### config.mk
export PLATFORM = sky130hd
export DESIGN_NAME = axi_burst_splitter
export DESIGN_NICKNAME = d
export VERILOG_FILES = /design/src/rtl/axi_burst_splitter_pkg.sv /design/src/rtl/axi_burst_splitter_addr_gen.sv /design/src/rtl/axi_burst_splitter.sv
export SDC_FILE = /design/constraint.sdc
export NUM_CORES = 1
export LEC_CHECK = 0
export BUFFER_PORTS_ARGS = -buffer_cell sky130_fd_sc_hd__buf_2
export CAP_MARGIN = 20
export CORE_AREA = 3 3 188 190
export DETAILED_ROUTE_END_ITERATION = 6
export DIE_AREA = 0 0 191 193
export GPL_TIMING_DRIVEN = 0
export PLACE_DENSITY_LB_ADDON = 0.25
export SLEW_MARGIN = 30
export SYNTH_ARGS = -nofsm -noshare
export SYNTH_HDL_FRONTEND = slang
export SYNTH_HIERARCHICAL = 1
export SYNTH_SLANG_ARGS = --single-unit
### constraint.sdc
create_clock -name aclk -period 7 [get_ports aclk]
set_input_delay 0.7 -clock aclk [delete_from_list [all_inputs] [get_ports aclk]]
set_output_delay 0.7 -clock aclk [all_outputs]
set_load 0.01 [all_outputs]
### src/rtl/axi_burst_splitter_pkg.sv
// Shared types and helpers for the AXI burst splitter.
// Optional SVA checks: define AXI_BURST_SPLITTER_ASSERT_EN.
package axi_burst_splitter_pkg;

  typedef enum logic [1:0] {
    R_IDLE,
    R_ADDR,
    R_DATA
  } rd_state_e;

  typedef enum logic [1:0] {
    W_IDLE,
    W_BEAT,
    W_BWAIT,
    W_BRESP
  } wr_state_e;

  localparam logic [1:0] BURST_FIXED = 2'b00;
  localparam logic [1:0] BURST_INCR  = 2'b01;
  localparam logic [1:0] BURST_WRAP  = 2'b10;

  localparam logic [1:0] RESP_OKAY   = 2'b00;
  localparam logic [1:0] RESP_EXOKAY = 2'b01;
  localparam logic [1:0] RESP_SLVERR = 2'b10;
  localparam logic [1:0] RESP_DECERR = 2'b11;

  // Error codes outrank OKAY, so the numerically larger one wins.
  function automatic logic [1:0] resp_merge(
    input logic [1:0] a,
    input logic [1:0] b
  );
    return (a > b) ? a : b;
  endfunction

endpackage

### src/rtl/axi_burst_splitter_addr_gen.sv
// Next-beat address for one downstream single-beat transfer.
// FIXED holds; INCR and WRAP align then step by 1<<size.
module axi_beat_addr_gen
  import axi_burst_splitter_pkg::*;
#(
  parameter int AW = 32
) (
  input  logic [AW-1:0] addr,
  input  logic [2:0]    size,
  input  logic [1:0]    burst,
  output logic [AW-1:0] next_addr
);

  logic [AW-1:0] step;

  always_comb begin
    step = AW'(1) << size;
    if (burst == BURST_FIXED) begin
      next_addr = addr;
    end else begin
      next_addr = (addr & ~(step - AW'(1))) + step;
    end
  end

endmodule

### src/rtl/axi_burst_splitter.sv
// Splits AXI bursts into single-beat downstream transfers.
// Optional SVA checks: define AXI_BURST_SPLITTER_ASSERT_EN.
module axi_burst_splitter
  import axi_burst_splitter_pkg::*;
#(
  parameter int TAGW = 1,
  parameter int AW   = 32,
  parameter int DW   = 64
) (
  input  logic            aclk,
  input  logic            rst_l,
  input  logic            s_arvalid,
  output logic            s_arready,
  input  logic [AW-1:0]   s_araddr,
  input  logic [TAGW-1:0] s_arid,
  input  logic [7:0]      s_arlen,
  input  logic [1:0]      s_arburst,
  input  logic [2:0]      s_arsize,
  output logic            s_rvalid,
  input  logic            s_rready,
  output logic [DW-1:0]   s_rdata,
  output logic [1:0]      s_rresp,
  output logic [TAGW-1:0] s_rid,
  output logic            s_rlast,
  input  logic            s_awvalid,
  output logic            s_awready,
  input  logic [AW-1:0]   s_awaddr,
  input  logic [TAGW-1:0] s_awid,
  input  logic [7:0]      s_awlen,
  input  logic [1:0]      s_awburst,
  input  logic [2:0]      s_awsize,
  input  logic            s_wvalid,
  output logic            s_wready,
  input  logic [DW-1:0]   s_wdata,
  input  logic [DW/8-1:0] s_wstrb,
  input  logic            s_wlast,
  output logic            s_bvalid,
  input  logic            s_bready,
  output logic [1:0]      s_bresp,
  output logic [TAGW-1:0] s_bid,
  output logic            m_arvalid,
  input  logic            m_arready,
  output logic [AW-1:0]   m_araddr,
  output logic [TAGW-1:0] m_arid,
  output logic [7:0]      m_arlen,
  output logic [1:0]      m_arburst,
  output logic [2:0]      m_arsize,
  input  logic            m_rvalid,
  output logic            m_rready,
  input  logic [DW-1:0]   m_rdata,
  input  logic [1:0]      m_rresp,
  input  logic [TAGW-1:0] m_rid,
  input  logic            m_rlast,
  output logic            m_awvalid,
  input  logic            m_awready,
  output logic [AW-1:0]   m_awaddr,
  output logic [TAGW-1:0] m_awid,
  output logic [7:0]      m_awlen,
  output logic [1:0]      m_awburst,
  output logic [2:0]      m_awsize,
  output logic            m_wvalid,
  input  logic            m_wready,
  output logic [DW-1:0]   m_wdata,
  output logic [DW/8-1:0] m_wstrb,
  output logic            m_wlast,
  input  logic            m_bvalid,
  output logic            m_bready,
  input  logic [1:0]      m_bresp,
  input  logic [TAGW-1:0] m_bid
);

  rd_state_e       rd_st;
  logic [AW-1:0]   r_addr, r_next;
  logic [TAGW-1:0] r_id;
  logic [7:0]      r_len, r_cnt;
  logic [2:0]      r_size;
  logic [1:0]      r_burst;
  logic            r_data_st, r_last, r_hs, r_wrap;

  wr_state_e       wr_st;
  logic [AW-1:0]   w_addr, w_next;
  logic [TAGW-1:0] w_id;
  logic [7:0]      w_len, w_cnt;
  logic [2:0]      w_size;
  logic [1:0]      w_burst, acc, b_acc;
  logic            aw_done, w_done, w_fwd;
  logic            w_hs, aw_hs, w_last, wl_bad, w_wrap;

  // Downstream slave echoes neither id nor rlast usefully.
  logic            unused_in;
  assign unused_in = ^{m_rid, m_rlast, m_bid};

  axi_beat_addr_gen #(.AW(AW)) u_rd_addr (
    .addr      (r_addr),
    .size      (r_size),
    .burst     (r_burst),
    .next_addr (r_next)
  );

  axi_beat_addr_gen #(.AW(AW)) u_wr_addr (
    .addr      (w_addr),
    .size      (w_size),
    .burst     (w_burst),
    .next_addr (w_next)
  );

  assign r_data_st = (rd_st == R_DATA);
  assign r_last    = (r_cnt == r_len);
  assign r_wrap    = (r_burst == BURST_WRAP);
  assign r_hs      = r_data_st & m_rvalid & s_rready;

  assign s_rvalid  = r_data_st & m_rvalid;
  assign m_rready  = r_data_st & s_rready;
  assign s_rdata   = r_data_st ? m_rdata : '0;
  assign s_rresp   = r_data_st ?
    resp_merge(m_rresp, r_wrap ? RESP_SLVERR : RESP_OKAY) :
    RESP_OKAY;
  assign s_rid     = r_id;
  assign s_rlast   = r_data_st & r_last;

  assign m_araddr  = r_addr;
  assign m_arid    = r_id;
  assign m_arlen   = 8'd0;
  assign m_arburst = BURST_INCR;
  assign m_arsize  = r_size;

  always_ff @(posedge aclk or negedge rst_l) begin
    if (!rst_l) begin
      rd_st     <= R_IDLE;
      s_arready <= 1'b0;
      m_arvalid <= 1'b0;
      r_addr    <= '0;
      r_id      <= '0;
      r_len     <= '0;
      r_cnt     <= '0;
      r_size    <= '0;
      r_burst   <= '0;
    end else begin
      unique case (rd_st)
        R_IDLE: begin
          s_arready <= 1'b1;
          if (s_arvalid && s_arready) begin
            r_addr    <= s_araddr;
            r_id      <= s_arid;
            r_len     <= s_arlen;
            r_size    <= s_arsize;
            r_burst   <= s_arburst;
            r_cnt     <= '0;
            s_arready <= 1'b0;
            m_arvalid <= 1'b1;
            rd_st     <= R_ADDR;
          end
        end
        R_ADDR: begin
          if (m_arready) begin
            m_arvalid <= 1'b0;
            rd_st     <= R_DATA;
          end
        end
        R_DATA: begin
          if (r_hs) begin
            if (r_last) begin
              s_arready <= 1'b1;
              rd_st     <= R_IDLE;
            end else begin
              r_cnt     <= r_cnt + 8'd1;
              r_addr    <= r_next;
              m_arvalid <= 1'b1;
              rd_st     <= R_ADDR;
            end
          end
        end
        default: rd_st <= R_IDLE;
      endcase
    end
  end

  assign w_fwd     = (wr_st == W_BEAT) & ~w_done;
  assign w_hs      = w_fwd & s_wvalid & m_wready;
  assign aw_hs     = m_awvalid & m_awready;
  assign w_last    = (w_cnt == w_len);
  assign wl_bad    = (s_wlast != w_last);
  assign w_wrap    = (w_burst == BURST_WRAP);
  assign b_acc     = resp_merge(acc, m_bresp);

  assign m_wvalid  = w_fwd & s_wvalid;
  assign s_wready  = w_fwd & m_wready;
  assign m_wdata   = w_fwd ? s_wdata : '0;
  assign m_wstrb   = w_fwd ? s_wstrb : '0;
  assign m_wlast   = 1'b1;
  assign m_bready  = (wr_st == W_BWAIT);
  assign s_bid     = w_id;

  assign m_awaddr  = w_addr;
  assign m_awid    = w_id;
  assign m_awlen   = 8'd0;
  assign m_awburst = BURST_INCR;
  assign m_awsize  = w_size;

  always_ff @(posedge aclk or negedge rst_l) begin
    if (!rst_l) begin
      wr_st     <= W_IDLE;
      s_awready <= 1'b0;
      m_awvalid <= 1'b0;
      s_bvalid  <= 1'b0;
      s_bresp   <= RESP_OKAY;
      w_addr    <= '0;
      w_id      <= '0;
      w_len     <= '0;
      w_cnt     <= '0;
      w_size    <= '0;
      w_burst   <= '0;
      acc       <= RESP_OKAY;
      aw_done   <= 1'b0;
      w_done    <= 1'b0;
    end else begin
      unique case (wr_st)
        W_IDLE: begin
          s_awready <= 1'b1;
          if (s_awvalid && s_awready) begin
            w_addr    <= s_awaddr;
            w_id      <= s_awid;
            w_len     <= s_awlen;
            w_size    <= s_awsize;
            w_burst   <= s_awburst;
            w_cnt     <= '0;
            acc       <= RESP_OKAY;
            aw_done   <= 1'b0;
            w_done    <= 1'b0;
            s_awready <= 1'b0;
            m_awvalid <= 1'b1;
            wr_st     <= W_BEAT;
          end
        end
        W_BEAT: begin
          if (aw_hs) begin
            m_awvalid <= 1'b0;
            aw_done   <= 1'b1;
          end
          // A misplaced wlast flags the burst but never ends it.
          if (w_hs) begin
            w_done <= 1'b1;
            if (wl_bad) acc <= resp_merge(acc, RESP_SLVERR);
          end
          if ((aw_done || aw_hs) && (w_done || w_hs)) begin
            wr_st <= W_BWAIT;
          end
        end
        W_BWAIT: begin
          if (m_bvalid) begin
            acc <= b_acc;
            if (w_last) begin
              s_bvalid <= 1'b1;
              s_bresp  <= w_wrap ?
                resp_merge(b_acc, RESP_SLVERR) : b_acc;
              wr_st    <= W_BRESP;
            end else begin
              w_cnt     <= w_cnt + 8'd1;
              w_addr    <= w_next;
              aw_done   <= 1'b0;
              w_done    <= 1'b0;
              m_awvalid <= 1'b1;
              wr_st     <= W_BEAT;
            end
          end
        end
        W_BRESP: begin
          if (s_bready) begin
            s_bvalid  <= 1'b0;
            s_awready <= 1'b1;
            wr_st     <= W_IDLE;
          end
        end
        default: wr_st <= W_IDLE;
      endcase
    end
  end

`ifdef AXI_BURST_SPLITTER_ASSERT_EN
  a_ar_hold: assert property (@(posedge aclk) disable iff (!rst_l)
    s_arvalid && !s_arready |=> s_arvalid &&
    $stable({s_araddr, s_arid, s_arlen, s_arburst, s_arsize}));
  a_aw_hold: assert property (@(posedge aclk) disable iff (!rst_l)
    s_awvalid && !s_awready |=> s_awvalid &&
    $stable({s_awaddr, s_awid, s_awlen, s_awburst, s_awsize}));
  a_w_hold: assert property (@(posedge aclk) disable iff (!rst_l)
    s_wvalid && !s_wready |=> s_wvalid &&
    $stable({s_wdata, s_wstrb, s_wlast}));
  a_arsize: assert property (@(posedge aclk) disable iff (!rst_l)
    s_arvalid |-> 32'(s_arsize) <= $clog2(DW/8));
  a_no_x: assert property (@(posedge aclk) disable iff (!rst_l)
    !$isunknown({s_arvalid, s_awvalid, s_wvalid, m_rvalid, m_bvalid}));
  a_wlast: assert property (@(posedge aclk) disable iff (!rst_l)
    w_hs |-> !wl_bad) else $error("wlast does not match beat count");
  a_ar_wrap: assert property (@(posedge aclk) disable iff (!rst_l)
    s_arvalid && s_arready |-> s_arburst != BURST_WRAP)
    else $error("WRAP read burst issued");
  a_aw_wrap: assert property (@(posedge aclk) disable iff (!rst_l)
    s_awvalid && s_awready |-> s_awburst != BURST_WRAP)
    else $error("WRAP write burst issued");
`endif

endmodule
# --- After elaboration in Yosys (flattened, before gate mapping) ---
# Index checks and enable logic that the tools add are counted.
op_classes:
  add_sub_neg: 6
  multipliers: 0
  div: 0
  n_lt_le_gt_ge: 4
  n_eq_ne: 27
  n_shift: 2
  muxes: 72
  bitwise: 14
  reduce_logical: 31
op_table:
  columns: ["cell", "n"]
  rows:
  - ["32-bit 2-to-1 mux", 8]
  - ["64-bit 2-to-1 mux", 2]
  - ["32-bit case mux with 2 select lines", 2]
  - ["32-bit adder", 2]
  - ["32-bit AND", 2]
  - ["32-bit inverter", 2]
  - ["1-bit by 3-bit left shift with 32-bit output (first input constant)", 2]
  - ["32-bit by 1-bit subtractor with 32-bit output (second input constant)", 2]
  - ["8-bit 2-to-1 mux", 7]
  - ["2-bit 2-to-1 mux", 19]
  - ["8-bit case mux with 2 select lines", 2]
  - ["2-bit inequality test (second input constant)", 13]
  - ["5-bit AND reduction", 5]
  - ["1-bit 2-to-1 mux", 22]
  - ["8-bit by 1-bit adder with 8-bit output (second input constant)", 2]
  - ["8-bit == test", 2]
  - ["4-bit AND reduction", 4]
  - ["1-bit case mux with 3 select lines", 4]
  - ["2-bit case mux with 3 select lines", 2]
  - ["2-bit == test (second input constant)", 5]
  - ["1-bit AND", 9]
  - ["3-bit AND reduction", 3]
  - ["2-bit logical NOT", 4]
  - ["2-bit by 1-bit inequality test with 1-bit output (second input constant)", 4]
  - ["13 further kinds", 27]
totals:
  reg_bits: 123
  latchBits: 0
  ramBits: 0
  mem_bits_ro: 0
  input_bits: 248
  out_inout_bits: 246
  word_cells: 179
  memories: 0

# --- Longest topological paths before layout ---
logic_depth:
  depth_word: 9
  ltp_mapped: 17
  depth_no_buf: 14

# --- Modules after synthesis ---
# The synthesis kept the hierarchy.
by_module_without_submodules:
  columns: ["module", "instances", "cells_each", "area_per_inst_um2", "seq_area_each_um2"]
  rows:
  - ["axi_burst_splitter", 1, 876, 7642.3, 3078.0]
  - ["axi_beat_addr_gen", 2, 195, 1243.7, 0.0]

# --- Worst setup path before layout ---
# OpenSTA, ideal clock, no wires.
synth_path:
  path_type: "reg-to-reg"
  start: "register w_size[2] (netlist: m_awsize[2])"
  end: "register w_addr[31] (netlist: m_awaddr[31])"
  setup_ns: 0.099
  arrival_ns: 3.291
  required_ns: 6.901
  path_slack_ns: 3.610
  stages_incl_launch_ff: 18
  path_buffers: 3
  period_less_slack_ns: 3.390
  path_cell_list: "dfrtp_1 > buf_2 > clkbuf_1 > and3_1 > inv_1 > ha_1 > and2_1 > ha_1 > nand3_1 > a21oi_1 > a311oi_1 > o21ai_1 > and3_1 > buf_2 > nor3b_1 > xnor2_1 > inv_1 > a311oi_1"
synth_between:
  elab_chain_len: 9
synth_rtl:
  columns: ["item", "line_no", "source"]
  rows:
  - ["start: declaration", "axi_burst_splitter.sv:84", "logic [2:0] w_size;"]
  - ["start signal: assignment", "axi_burst_splitter.sv:224", "w_size <= s_awsize;"]
  - ["1-bit by 3-bit left shift with 32-bit output *", "axi_burst_splitter_addr_gen.sv:17", "step = AW'(1) << size;"]
  - ["32-bit by 1-bit subtractor with 32-bit output", "axi_burst_splitter_addr_gen.sv:21", "next_addr = (addr & ~(step - AW'(1))) + step;"]
  - ["32-bit inverter", "axi_burst_splitter_addr_gen.sv:21", null]
  - ["32-bit AND", "axi_burst_splitter_addr_gen.sv:21", null]
  - ["32-bit adder *", "axi_burst_splitter_addr_gen.sv:21", null]
  - ["32-bit 2-to-1 mux *", "axi_burst_splitter_addr_gen.sv:18", "if (burst == BURST_FIXED) begin"]
  - ["net w_next[31]", "axi_burst_splitter.sv:81", "logic [AW-1:0] w_addr, w_next;"]
  - ["32-bit 2-to-1 mux *", "axi_burst_splitter.sv:252", "if (w_last) begin"]
  - ["32-bit 2-to-1 mux *", "axi_burst_splitter.sv:250", "if (m_bvalid) begin"]
  - ["32-bit case mux with 2 select lines *", "axi_burst_splitter.sv:217", "unique case (wr_st)"]
  - ["end signal: assignment", "axi_burst_splitter.sv:221", "w_addr <= s_awaddr;"]
  - ["end signal: assignment", "axi_burst_splitter.sv:259", "w_addr <= w_next;"]
  - ["end: declaration", "axi_burst_splitter.sv:81", null]
# Mark *: on every way through the listed nets, which the timed path passes. The rest lies on a longest branch. The select of a mux whose other input is x is not followed.
# A chain may end at the register's enable or synchronous reset.

# --- Worst setup path after layout ---
# Same ends and word-level chain as after synthesis.

==> results by group <==
STA
  – Max Clk Rate: 249 MHz
  – Tightest Pin Transition: 726 ps
  – Pins Over Slew Limit: 0
  – Hold Vio Cnt, Final: 0
  – Rel. slew slack: 51.4%
  – WHS: 210 ps
  – Setup_tns: 0 ps
  – Final period util: 57.4%
  – RSZ-0062 raised after global routing: no
  – Post-route minimum period: 4020 ps
  – Setup Viol. Count Final: 0
  – Skew final: 16.9 ps

Yosys
  – FFs w/ async S/R, synth: 100%
  – Top cell type's share of synthesized area: 30.4%
  – Synth Register Bits: 123
  – Top_reg_cell synth: dfrtp_1
  – Largest area contributor in the netlist: dfrtp_1
  – Post-synth EDFFs: 0
  – Multiplexer share of the synthesized area: 2.73%
  – Synth cell types: 69
  – Synth Area in Compound Gates: 17.7%
  – Synthesized area: 10,100 um2
  – Post-synthesis simple-gate area fraction: 33.2%
  – Mapped Cells: 1,266
  – Yosys warns: 6
  – Synth Area in XOR/XNOR: 6.57%
  – Sequential area share after synthesis: 30.4%
  – Largest family of logic cells by synthesized area: simple AND/OR/NAND/NOR gates
  – Post-Synth Adder-Cell Area: 2.47%
  – Synthesized area per cell: 8.00 um2
  – Synth top area cells: dfrtp_1 (30%), and2_1 (9.0%), nand2_1 (6.9%)

Route
  – DRT antenna net count: 0
  – DR WL/cell: 18.3 um
  – DRC viols: 0
  – Final wirelength: 41.1 mm
  – Drt pass-1 iters: 5
  – Vias post-DR: 11,200
  – Vias per cell: 5.00
  – 1st-iter DRT viols: 703

CTS
  – Post-CTS Setup Inserts: 0
  – Clock-pin slew on the worst setup and hold paths: 70 ps
  – Worst-Skew Late Latency: 430 ps
  – Max H-tree Level: 4
  – CTS Root Buffer Type: clkbuf_16
  – Hold-fix buffers, CTS: 0
  – TritonCTS clock tree: yes
  – Clk sinks: 123
  – Num CTS Buffers: 17
  – CTS max path bufs: 2
  – Post-CTS resize count: 0

Power and ir drop
  – PD cells: 448 nW/um2
  – VDD IR max: 188 uV
  – Leakage power: 6.72 nW
  – Total power: 6.17 mW

Floorplan
  – Area of the core: 33,600 um2
  – Die height: 193 um
  – I/O pin cnt: 494
  – Initial cell density of the core: 30.1%
  – Std cell rows: 67
  – DIE WIDTH: 191 um
  – Die ar.: 36,900 um2

Status
  – Status: finished, final reports clean

Placement
  – # port buffers: 469
  – Global placement routability congestion: 0.887
  – Detailed Place HPWL: 33.2 mm
  – Placed insts: 2,203

GRT
  – Vias in the first global route: 10,800
  – Largest net degree at the start of global routing: 65
  – All-Layer GR Usage: 21.4%
  – Overflow after GRT: 0
  – First-pass GRT wire length: 61.2 mm
  – Initial antenna violation count: 12

Critical path
  – R2R Path Start: m_awsize[2]$_DFFE_PN0P_
  – Max incr delay on CP: 400 ps
  – RR Endpoint: m_awaddr[31]$_DFFE_PN0P_
  – CP endpoint: m_awaddr[31]$_DFFE_PN0P_
  – Levels on crit path: 17
  – WP data required: 7320 ps
  – Crit-path leading delay family: simple AND/OR/NAND/NOR gates
  – WP buf/inv: 5
  – Crit start category: flip-flop
  – Worst Reg-to-Reg Cells: 17
  – Worst-path cell chain: buf_2, clkbuf_1, and3_1, inv_1, ha_1, and2_1, ha_1, nand3_1, a21oi_1, a311oi_1, o21ai_1, and3_1, buf_2, nor3b_1, xnor2_1, inv_1, a311oi_1
  – CP Launch Point: m_awsize[2]$_DFFE_PN0P_
  – Slowest CP cell: dfrtp_1
  – R2R setup slack: 2980 ps
  – Arrival @ worst endpoint: 4340 ps
  – Critical path class: reg2reg
  – Type of element capturing the critical path: flip-flop
  – CP max FO: 10

Cells and area
  – Non-Filler Instances: 2,245
  – Area of the multi-input gates: 6420 um2
  – Sequential Area: 3080 um2
  – Fin nets: 2,042
  – Fill cells: 3,543
  – Fraction of layout cells with a size suffix above 1: 33.8%
  – Layout Area Growth over Synthesis: 35.7%

Flow run
  – Max_cap viols: 0

Hold path
  – Hold Crit Class: in2async
## per-stage QoR
| stage | setup slack, ps | util [%] | area, um2 |
|---|---|---|---|
| after floorplan | 3610 | - | 10200 |
| after global placement | 3070 | 39.0 | 13100 |
| after detailed placement | 3070 | 39.1 | 13100 |
| after CTS | 3020 | 40.8 | 13700 |
| after global routing | 2650 | 40.9 | 13700 |
| final | 2980 | 40.9 | 13800 |
## placed cells by master (no fill, tap or decap), drive strengths merged, types with 26 or more instances in the layout
cell	netlist	layout
buf	57	527
xor2	34	34
nor2	102	102
o21ai	38	38
nor3b	41	41
dfrtp	123	123
xnor2	42	42
nand2	190	190
inv	25	26
nand3	46	46
o221a	31	31
a21oi	41	41
a31oi	41	41
o21bai	33	33
clkbuf	57	76
and2	145	145
## cell usage after synthesis, types with 4 or more instances
cell,count
nand2_1,187
and2_1,145
dfrtp_1,123
nor2_1,102
clkbuf_1,56
nand3_1,44
xnor2_1,42
a21oi_1,41
a31oi_1,40
nor3b_1,39
o21ai_0,34
xor2_1,34
o21bai_1,33
o221a_1,30
inv_1,25
buf_4,23
buf_2,22
mux2_2,21
and3_1,20
ha_1,20
nand4_1,20
nand2b_1,15
nor3_1,12
buf_6,9
or3_1,9
a22o_1,8
and4_1,8
nor2b_1,8
a21o_1,6
o31ai_1,6
a311oi_1,5
a21boi_0,4
and4b_1,4
and4bb_2,4
mux2i_1,4
o22ai_1,4
or3b_1,4
## per-layer routing
layer / global-route usage [%] / share of wire, % / vias to the layer above
met5: 0 / 0.027 / -
met4: 9.54 / 2.6 / 2
met3: 3.78 / 6.3 / 45
met2: 38.1 / 52 / 466
met1: 25.2 / 40 / 5317
li1: - / - / 5402
## report_power, final
group / internal (mW) / leakage [nW] / switching (mW)
Combinational: 1.62 / 4.99 / 2.18
Sequential: 1.04 / 1.46 / 0.439
Clock: 0.527 / 0.274 / 0.365
## how the worst min path moves through the flow
stage | startpoint | to | slack (ps) | cells past startpoint
after floorplan | rst_l | acc[0]$_DFFE_PN0P_ | 400 | 0
after global placement | m_arvalid$_DFFE_PN0P_ | m_arvalid$_DFFE_PN0P_ | 470 | 1
after detailed placement | m_arvalid$_DFFE_PN0P_ | m_arvalid$_DFFE_PN0P_ | 480 | 1
after CTS | rst_l | m_awid$_DFFE_PN0P_ | 220 | 1
after global routing | rst_l | m_awid$_DFFE_PN0P_ | 240 | 1
final | rst_l | m_awid$_DFFE_PN0P_ | 210 | 1
## cell type report
class | count | share of cell area, %
inverters | 25 | 0.682
repair buffers | 470 | 17.3
clock inverters | 13 | 1.06
plain buffers | 114 | 4.45
well taps | 448 | 4.08
diodes | 10 | 0.182
clock buffers | 19 | 3.15
flip-flops and latches | 123 | 22.4
multi-input cells | 1023 | 46.7
## cell families (layout without fill, tap and decap cells)
logic type,Yosys count,in the layout
DFF,123,123
xor gates and xnor gates,76,76
buffers and inverters,139,641
and+or+nand+nor,638,638
other,2,31
adders and majority gates,20,20
AOI/OAI and AO/OA,243,243
muxes,25,25
## state kept, by name, summed over array words and instances (netlist names), 2 cells and up
register / count
acc: 2
m_araddr: 32
m_arsize: 3
m_awaddr: 32
m_awsize: 3
r_burst: 2
r_cnt: 8
r_len: 8
rd_st: 2
s_bresp: 2
w_burst: 2
w_cnt: 8
w_len: 8
wr_st: 2
Power figures use the tool's default switching activity.
